## src/rtl/instruction_fetch_stage.sv

```systemverilog
// ---------------------------------------------------------------------------
// instruction_fetch_stage
//
// Purpose:
//   Program counter plus IF/ID pipeline register. The PC drives the
//   instruction memory address directly. The memory returns its instruction
//   combinationally in the same cycle. That word, together with PC+4, is
//   captured into IF/ID on the next rising edge.
//   The stage also handles:
//     - decode stalls,
//     - pipeline flushes,
//     - branch/jump redirects from later stages.
//
// Parameters:
//   RESET_PC    PC loaded on reset (word aligned, bits [1:0] = 0)
//   IMEM_WORDS  instruction memory depth in words; drives OutOfRange
//
// Ports:
//   Clk               in   system clock, rising edge
//   Reset             in   synchronous active-high reset, overrides everything
//   Stall             in   hold PC and IF/ID
//   Flush             in   squash the instruction entering IF/ID
//   Redirect          in   load RedirectTarget (low bits forced to 0) into PC
//   RedirectTarget    in   [31:0] redirect byte address
//   Instruction       in   [31:0] memory word at PCAddress (combinational)
//   PCAddress         out  [31:0] current PC, to memory address port
//   IFID_Instruction  out  [31:0] registered instruction for decode
//   IFID_PCPlus4      out  [31:0] registered PC+4 of that instruction
//   IFID_Valid        out  IF/ID holds a real instruction (0 = bubble)
//   AlignFault        out  sticky flag: a misaligned redirect target was seen
//   OutOfRange        out  combinational: PCAddress[31:2] >= IMEM_WORDS
//
// Optional build macro FETCH_PERF_CNT_EN adds two counters:
//   FetchCount  out  [31:0] cycles on which IF/ID loaded a valid instruction
//   StallCount  out  [31:0] cycles with Stall=1, Redirect=0, Reset=0
// ---------------------------------------------------------------------------
module instruction_fetch_stage #(
  parameter logic [31:0] RESET_PC   = 32'h0000_0000,
  parameter int unsigned IMEM_WORDS = 1024
) (
  input  logic        Clk,
  input  logic        Reset,
  input  logic        Stall,
  input  logic        Flush,
  input  logic        Redirect,
  input  logic [31:0] RedirectTarget,
  input  logic [31:0] Instruction,
  output logic [31:0] PCAddress,
  output logic [31:0] IFID_Instruction,
  output logic [31:0] IFID_PCPlus4,
  output logic        IFID_Valid,
  output logic        AlignFault,
  output logic        OutOfRange
`ifdef FETCH_PERF_CNT_EN
  ,
  output logic [31:0] FetchCount,
  output logic [31:0] StallCount
`endif
);

  localparam logic [31:0] IMEM_LIMIT = 32'(IMEM_WORDS);

  logic [31:0] pc_r;
  logic [31:0] pc_plus4_s;
  logic [31:0] pc_next_s;
  logic [31:0] ifid_instr_r;
  logic [31:0] ifid_pc4_r;
  logic        ifid_valid_r;
  logic        align_fault_r;
  logic        load_valid_s;

  // Wraps modulo 2^32 by construction; no saturation is wanted.
  assign pc_plus4_s = pc_r + 32'd4;

  // IF/ID takes a real instruction only when nothing squashes or holds it.
  assign load_valid_s = !Flush && !Redirect && !Stall;

  // Next PC: redirect beats stall, stall beats sequential advance.
  always_comb begin
    pc_next_s = pc_plus4_s;
    if (Redirect) begin
      pc_next_s = {RedirectTarget[31:2], 2'b00};
    end else if (Stall) begin
      pc_next_s = pc_r;
    end else begin
      pc_next_s = pc_plus4_s;
    end
  end

  // Program counter register.
  always_ff @(posedge Clk) begin
    if (Reset) begin
      pc_r <= RESET_PC;
    end else begin
      pc_r <= pc_next_s;
    end
  end

  // IF/ID register: a redirect squashes the wrong-path fetch just like a flush.
  always_ff @(posedge Clk) begin
    if (Reset) begin
      ifid_instr_r <= 32'h0000_0000;
      ifid_pc4_r   <= 32'h0000_0000;
      ifid_valid_r <= 1'b0;
    end else if (Flush || Redirect) begin
      ifid_instr_r <= 32'h0000_0000;
      ifid_pc4_r   <= 32'h0000_0000;
      ifid_valid_r <= 1'b0;
    end else if (Stall) begin
      ifid_instr_r <= ifid_instr_r;
      ifid_pc4_r   <= ifid_pc4_r;
      ifid_valid_r <= ifid_valid_r;
    end else begin
      ifid_instr_r <= Instruction;
      ifid_pc4_r   <= pc_plus4_s;
      ifid_valid_r <= 1'b1;
    end
  end

  // Sticky misaligned-redirect flag; only reset clears it.
  always_ff @(posedge Clk) begin
    if (Reset) begin
      align_fault_r <= 1'b0;
    end else if (Redirect && (RedirectTarget[1:0] != 2'b00)) begin
      align_fault_r <= 1'b1;
    end else begin
      align_fault_r <= align_fault_r;
    end
  end

  assign PCAddress        = pc_r;
  assign IFID_Instruction = ifid_instr_r;
  assign IFID_PCPlus4     = ifid_pc4_r;
  assign IFID_Valid       = ifid_valid_r;
  assign AlignFault       = align_fault_r;
  // Word index is zero-extended to 32 bits so the compare is unsigned and width-matched.
  assign OutOfRange       = ({2'b00, pc_r[31:2]} >= IMEM_LIMIT);

`ifdef FETCH_PERF_CNT_EN
  logic [31:0] fetch_cnt_r;
  logic [31:0] stall_cnt_r;

  // Performance counters, free-wrapping modulo 2^32.
  always_ff @(posedge Clk) begin
    if (Reset) begin
      fetch_cnt_r <= 32'h0000_0000;
      stall_cnt_r <= 32'h0000_0000;
    end else begin
      fetch_cnt_r <= load_valid_s ? (fetch_cnt_r + 32'd1) : fetch_cnt_r;
      stall_cnt_r <= (Stall && !Redirect) ? (stall_cnt_r + 32'd1) : stall_cnt_r;
    end
  end

  assign FetchCount = fetch_cnt_r;
  assign StallCount = stall_cnt_r;
`endif

endmodule

```

## config.mk

```make
export PLATFORM = sky130hd
export DESIGN_NAME = instruction_fetch_stage
export DESIGN_NICKNAME = d
export VERILOG_FILES = /design/src/rtl/instruction_fetch_stage.sv
export SDC_FILE = /design/constraint.sdc
export NUM_CORES = 1
export LEC_CHECK = 0
export CAP_MARGIN = 5
export CORE_ASPECT_RATIO = 1.2
export CORE_MARGIN = 10
export CORE_UTILIZATION = 31
export CTS_CLUSTER_DIAMETER = 60
export DETAILED_ROUTE_END_ITERATION = 6
export PLACE_DENSITY = 0.69
export SETUP_SLACK_MARGIN = 0.05
export SYNTH_ARGS = -nofsm -noshare
export SYNTH_HDL_FRONTEND = slang
export SYNTH_SLANG_ARGS = --single-unit
```

## constraint.sdc

```tcl
create_clock -name Clk -period 3.55 [get_ports Clk]
set_clock_uncertainty 0.15 [all_clocks]
set_input_delay 0.355 -clock Clk [delete_from_list [all_inputs] [get_ports Clk]]
set_output_delay 0.355 -clock Clk [all_outputs]
set_load 0.03 [all_outputs]
```

==> summary.md, run 1 <==
| Metric | Value |
|---|---|
| Synth Warn # | `0` |
| CTS tree | `built` |
| Clock Root Buffer | `clkbuf_16` |
| Slew HR | `between 50% and 60%` |
| Worst hold start | `IFID_Valid` |
| Core Box Area | `~16,000 um2` |
| Grt met2 use | `approximately 25%` |
| Power Internal | `roughly 1.8 mW` |
| Die ar. | `between 20,000 and 25,000 um2` |
| Final hold vios | `0` |
| DR DRC count | `0` |
| Area Growth Syn to Fin | `39.5%` |
| Wire length per cell | `roughly 18 um` |
| CP startpoint kind | `flop` |
| Vias per Instance | `approximately 5.3` |
| CTS buffer count | `9` |
| Worst Path Class, Setup | `reg -> reg` |
| Static leakage | `2.30 nW` |
| Antenna violations before repair | `1` |
| CP Data Required Time | `around 3.7 ns` |
| Syn Inst Count | `around 580` |
| Iter 0 DRT Violations | `380` |
| Worst VDD drop | `around 0.22 mV` |
| IO buf count | `~160` |
| CTS H-tree lvls | `3` |
| Cell Area, Synth | `about 4900 um2` |
| Switching pwr | `0.735 mW` |
| Post-DRT Antenna Nets | `0` |
| Worst slew pin tran | `roughly 0.73 ns` |
| Bufs on Longest Clock Path | `2` |
| GR Util met3 | `under 10%` |
| Die height | `between 150 and 200 um` |
| Post-synthesis async set-or-reset flop share | `0%` |
| CP startpoint | `PCAddress[2]` |
| Routability-driven placement congestion ratio | `roughly 0.9` |
| IO Pins | `between 150 and 200` |
| Worst Path Max Fanout | `9` |
| Drt pass-1 iters | `5` |
| PD cells | `approximately 370 nW/um2` |
| Setup violations, final | `0` |
| Synth cell types | `56` |
| Final Slew Violations | `0` |
| Clock group share of total power | `a little under two fifths` |
| Min-Delay Path Class | `reg -> reg` |
| Tmin final | `about 2.7 ns` |
| Row Count | `50` |
| Vias in the first global route | `approximately 4.7k` |
| Die X | `between 100 and 150 um` |
| Status | `finished clean` |
| Largest net degree at the start of global routing | `40` |
| Sequential share of the synthesized area | `between 30% and 40%` |
| Clock slew at reported path FFs | `~0.070 ns` |
| Flop pwr share | `46.4%` |
| Most Crowded Layer GR | `met2` |
| Initial Util | `between 30% and 40%` |
| Worst EP arrival | `roughly 2.8 ns` |
| RR Startpoint | `PCAddress[2]` |
| Gr ovfl total | `0` |
| Max Fclk | `~380 MHz` |
| Mean Syn Cell Area | `about 8.4 um2` |
| Routed Wire Length | `16,900 um` |
| First-pass GRT wire length | `roughly 26,000 um` |
| Worst-skew pair later-pin latency | `between 0.3 and 0.4 ns` |
| Synth Register Bits | `94` |
| Setup bufs post-CTS | `0` |
| Setup crit end kind | `flop` |
| # resized after CTS | `0` |
| Dominant synthesized flop cell | `dfxtp_1` |
| Overall Global Routing Usage | `between 15 and 20%` |
| EDFF count, synth | `0` |
| M1 GR Usage | `17.4%` |
| Comb power frac | `~17%` |
| Final period util | `75.0%` |
| Via count | `roughly 5k` |
| DP HPWL | `12,800 um` |
| Cts hold-fix bufs | `0` |
| Layout cells sized above 1 | `under 10%` |
| RSZ-0062 raised after global routing | `false` |
| Final setup TNS | `0 ns` |
| Layout Nets | `779` |
| Sink Count | `94` |
| Fin util | `between 40 and 50%` |
| Switch share | `between 20% and 30%` |
| Max-cap violations | `0` |
==> sequential cells by signal, summed over array words and instances, names as in the netlist <==
| register | flops |
|---|---|
| IFID_Instruction | 32 |
| IFID_PCPlus4 | 30 |
| AlignFault | 1 |
| IFID_Valid | 1 |
| PCAddress | 30 |
==> synth_stat cells, types with 8 or more instances <==
| cell | instances | share of area, % |
|---|---|---|
| o21ai_0 | 33 | 3.4 |
| nand2_1 | 30 | 2.3 |
| nand3_1 | 20 | 2.1 |
| mux2i_1 | 34 | 7.0 |
| a311oi_1 | 11 | 2.0 |
| or3_1 | 8 | 1.0 |
| or4_1 | 13 | 2.0 |
| nor3_1 | 18 | 1.8 |
| nor4_1 | 23 | 2.9 |
| dfxtp_1 | 94 | 39 |
| o31ai_1 | 10 | 1.5 |
| nand4_1 | 16 | 2.1 |
| a31oi_1 | 11 | 1.4 |
| buf_2 | 8 | 0.82 |
| a21oi_1 | 20 | 2.1 |
| nor2_1 | 65 | 5.0 |
| a211oi_1 | 14 | 2.2 |
| xnor2_1 | 16 | 2.9 |
| clkbuf_1 | 30 | 2.3 |
| inv_1 | 13 | 1.0 |
| and3_1 | 9 | 1.2 |
==> per-stage QoR <==
| step | cells | instance area (um2) | setup slack (ns) | hold slack, ns | total power [mW] |
|---|---|---|---|---|---|
| final | 922 | 6810 | 0.889 | 0.301 | 2.51 |
| after global routing | 921 | 6810 | 0.688 | 0.323 | 2.61 |
| after CTS | 921 | 6810 | 0.900 | 0.307 | 2.54 |
| after detailed placement | 905 | 6530 | 0.920 | 0.291 | 1.62 |
| after global placement | 905 | 6530 | 1.01 | 0.284 | 1.61 |
| after floorplan | 581 | 4890 | 0.819 | 0.349 | 1.42 |
==> routing by layer <==
metal | up-vias | part of all wire [%]
li1 | 2385 | -
met1 | 2269 | 40
met2 | 214 | 47
met3 | 30 | 10
met4 | 0 | 2.6
met5 | - | 0
==> cell usage in the layout, fill, tap and decap left out, types with 6 or more instances in the layout <==
master and n:
o31ai_1 10, dfxtp_1 94, nor2_1 65, and3_1 9, a31oi_1 11, xnor2_1 16
nand2b_1 6, inv_1 13, or4_1 13, nand3_1 20, clkbuf_16 9, and4_1 6
a311oi_1 11, clkdlybuf4s50_1 162, nor4_1 23, nand4_1 16, mux2i_1 34, xor2_1 6
nand2_1 30, nor3_1 17, buf_4 12, o21ai_0 33, a21oi_1 20, or3_1 8
a211oi_1 14
==> worst max-delay path: stages, from the launching register on <==
cell	delay, ns
dfxtp_1	0.51
ha_1	0.30
nand4_1	0.38
or4_1	0.67
o311a_1	0.30
a211o_1	0.26
==> final timing paths <==
check                   to  slack [ns]  cells past startpoint
min             IFID_Valid        0.30                      1
max          PCAddress[30]        0.89                      5
min reg2reg     IFID_Valid        0.30                      1
max reg2reg  PCAddress[30]        0.89                      5
==> kinds of logic (layout without fill, tap and decap cells) <==
logic type,after synthesis,in the layout,share of synthesized area [%]
simple gates,229,229,24.9
compound gates,123,123,16.7
flops,94,94,38.6
buf+inv,72,204,8.03
mux,35,35,7.21
xor+xnor,22,22,3.95
fa+ha+maj,2,2,0.513
other cells,1,5,0.0768
==> power by group through the flow <==
stage | Combinational (mW) | Clock [mW] | Sequential (mW)
4_1_cts | 0.430 | 0.949 | 1.16
3_3_place_gp | 0.428 | 0 | 1.19
5_1_grt | 0.457 | 0.983 | 1.17
3_5_place_dp | 0.428 | 0 | 1.19
2_1_floorplan | 0.196 | 0 | 1.22
6_report | 0.425 | 0.921 | 1.17
==> cell type report <==
type                    count  area [um2]
fillers                  1610        8710
multi-input cells         415        2620
flip-flops and latches     94        1880
repair buffers            175        1720
well taps                 208         260
clock buffers              10         229
inverters                  13        48.8
clock inverters             6        46.3
diodes                      1        2.50
(Power assumes the default switching activity.)
==> inputs of run 2 (changes only) <==
clock period = 2.5 ns   (was 3.55 ns; I/O delays follow)
==> summary.md, run 2 (synthesis results as in run 1) <==
| Metric | Value |
|---|---|
| RSZ-0062 raised after global routing | `false (unchanged)` |
| Pre-CTS setup slack | `0.255 ns (was 0.920 ns)` |
| Final Slew Violations | `0 (unchanged)` |
| Setup bufs post-CTS | `0 (unchanged)` |
| Status | `finished clean (unchanged)` |
| Setup violations, final | `0 (unchanged)` |
| CP max-delay cell | `or4_4 (was or4_1)` |
| Register area | `1880 um2 (about the same)` |
| Gr ovfl total | `0 (unchanged)` |
| FF-to-FF setup slack | `0.20 ns (was 0.89 ns)` |
| Via count | `5,052 (was 4,898)` |
| CTS tree | `built (unchanged)` |
| Worst Path Class, Setup | `reg -> reg (unchanged)` |
| Fillcell total | `1,573 (was 1,610)` |
| IO buf count | `163 (unchanged)` |
| Worst-skew pair later-pin latency | `0.35 ns (about the same)` |
| Sink Count | `94 (unchanged)` |
| Worst EP arrival | `2.41 ns (was 2.76 ns)` |
| R2R cell count | `4 (was 5)` |
| Antenna violations before repair | `0 (was 1)` |
| Worst slew pin tran | `0.571 ns (was 0.733 ns)` |
| Fin util | `46.1% (was 43.9%)` |
| Final Total Pwr | `3.88 mW (was 2.51 mW)` |
| GR Util met3 | `6.38% (was 6.35%)` |
| CP startpoint kind | `flop (unchanged)` |
| Clock Root Buffer | `clkbuf_16 (unchanged)` |
| Most frequent cells in the layout | `clkdlybuf4s50_1 (161), dfxtp_1 (92), nor2_1 (65) (was clkdlybuf4s50_1 (162), dfxtp_1 (94), nor2_1 (65))` |
| Fin area | `7150 um2 (was 6810 um2)` |
| Vias per Instance | `5.31 (about the same)` |
| CTS H-tree lvls | `3 (unchanged)` |
| Grt met2 use | `26.4% (was 25.3%)` |
| Die ar. | `21,200 um2 (unchanged)` |
| Tmin final | `2.30 ns (was 2.66 ns)` |
| Clock slew at reported path FFs | `0.07 ns (about the same)` |
| Routability-driven placement congestion ratio | `0.916 (was 0.901)` |
| Initial Util | `31.5% (unchanged)` |
| Vias in the first global route | `4,914 (was 4,734)` |
| Static leakage | `2.50 nW (was 2.30 nW)` |
| Setup crit end kind | `flop (unchanged)` |
| Post-DRT Antenna Nets | `0 (unchanged)` |
| Placed cells | `936 (was 905)` |
| Overall Global Routing Usage | `16.0% (was 15.5%)` |
| Worst Path Max Fanout | `11 (was 9)` |
| CP Data Required Time | `2.60 ns (was 3.65 ns)` |
| Area after DPL | `6810 um2 (was 6530 um2)` |
| CTS buffer count | `9 (unchanged)` |
| RR Startpoint | `PCAddress[12] (was PCAddress[2])` |
| Final hold vios | `0 (unchanged)` |
| Max-cap violations | `0 (unchanged)` |
| Setup ws final | `0.198 ns (was 0.889 ns)` |
| DR DRC count | `0 (unchanged)` |
| Wire length per cell | `18.3 um (about the same)` |
| Largest net degree at the start of global routing | `41 (was 40)` |
| Minimum hold slack | `0.256 ns (was 0.301 ns)` |
| Finished Layout Cells | `952 (was 922)` |
| Min-Delay Path Class | `in -> reg (was reg -> reg)` |
| Multi-input gate area | `2630 um2 (was 2620 um2)` |
| Row Count | `50 (unchanged)` |
| Most common cell after layout, fill and taps aside | `clkdlybuf4s50_1 (unchanged)` |
| # resized after CTS | `1 (was 0)` |
| Bufs on Longest Clock Path | `2 (unchanged)` |
| Iter 0 DRT Violations | `380 (unchanged)` |
| First-pass GRT wire length | `27,000 um (was 26,000 um)` |
| IO Pins | `168 (unchanged)` |
| Worst reg2reg path endpoint | `PCAddress[27] (was PCAddress[30])` |
| Most Crowded Layer GR | `met2 (unchanged)` |
| Cts hold-fix bufs | `0 (unchanged)` |
| Final setup TNS | `0 ns (unchanged)` |
| Routed Wire Length | `17,400 um (was 16,900 um)` |
| Final period util | `92.1% (was 75.0%)` |
| CP peak stage delay | `0.55 ns (was 0.67 ns)` |
| Layout cells sized above 1 | `9.68% (was 5.19%)` |
| Max Fclk | `434 MHz (was 376 MHz)` |
| Die height | `157 um (unchanged)` |
| PD cells | `543 nW/um2 (was 369 nW/um2)` |
| Ant. Diodes | `0 (was 1)` |
| Die X | `135 um (unchanged)` |
| Area Growth Syn to Fin | `46.5% (was 39.5%)` |
| WHS Endpoint | `IFID_PCPlus4[17] (was IFID_Valid)` |
| Hold Path Depth | `3 (was 1)` |
| Slew HR | `61.6% (was 50.7%)` |
| Worst hold start | `Stall (was IFID_Valid)` |
| Layout Nets | `810 (was 779)` |
| Max reg flops | `32 (unchanged)` |
| DP HPWL | `13,300 um (was 12,800 um)` |
| M1 GR Usage | `17.8% (was 17.4%)` |
| Crit-path cells | `nand3_1, or4_4, or4_1, a311oi_1 (was ha_1, nand4_1, or4_1, o311a_1, a211o_1)` |
| Worst VDD drop | `0.345 mV (was 0.217 mV)` |
| Core Box Area | `15,500 um2 (unchanged)` |
| Drt pass-1 iters | `5 (unchanged)` |
==> run 2: worst max-delay path by stage <==
stage,slack (ns),endpoint,startpoint
final,0.20,PCAddress[27],PCAddress[12]
after global placement,0.25,PCAddress[18],PCAddress[2]
after CTS,0.20,PCAddress[27],PCAddress[12]
after floorplan,0.07,IFID_PCPlus4[29],PCAddress[5]
after detailed placement,0.26,PCAddress[27],PCAddress[12]
after global routing,0.08,PCAddress[27],PCAddress[16]
==> run 2: final cells by class <==
type                       instances  share of cell area (%)
clock inverter                     5                    1.24
clock buffer                      11                    3.54
inverter                          13                   0.683
multi-input combinational        415                    36.8
timing repair buffer             206                    27.8
tap                              208                    3.64
sequential                        94                    26.4
==> run 2: power breakdown <==
group | switching (mW) | internal [mW]
logic | 0.359 | 0.323
clock network | 0.630 | 0.944
registers | 0.0721 | 1.55
==> run 2: metal layers <==
metal / up-vias / wire length (um)
li1: 2442 / -
met1: 2357 / 6780
met2: 218 / 8320
met3: 35 / 1810
met4: 0 / 493
met5: - / 0
==> run 2: critical path, delay by kind of cell, from the launching register on <==
kind / cells / cell delay, ns
AND/OR/NAND/NOR: 3 / 1.29
flip-flops: 1 / 0.48
AO/OA/AOI/OAI: 1 / 0.29
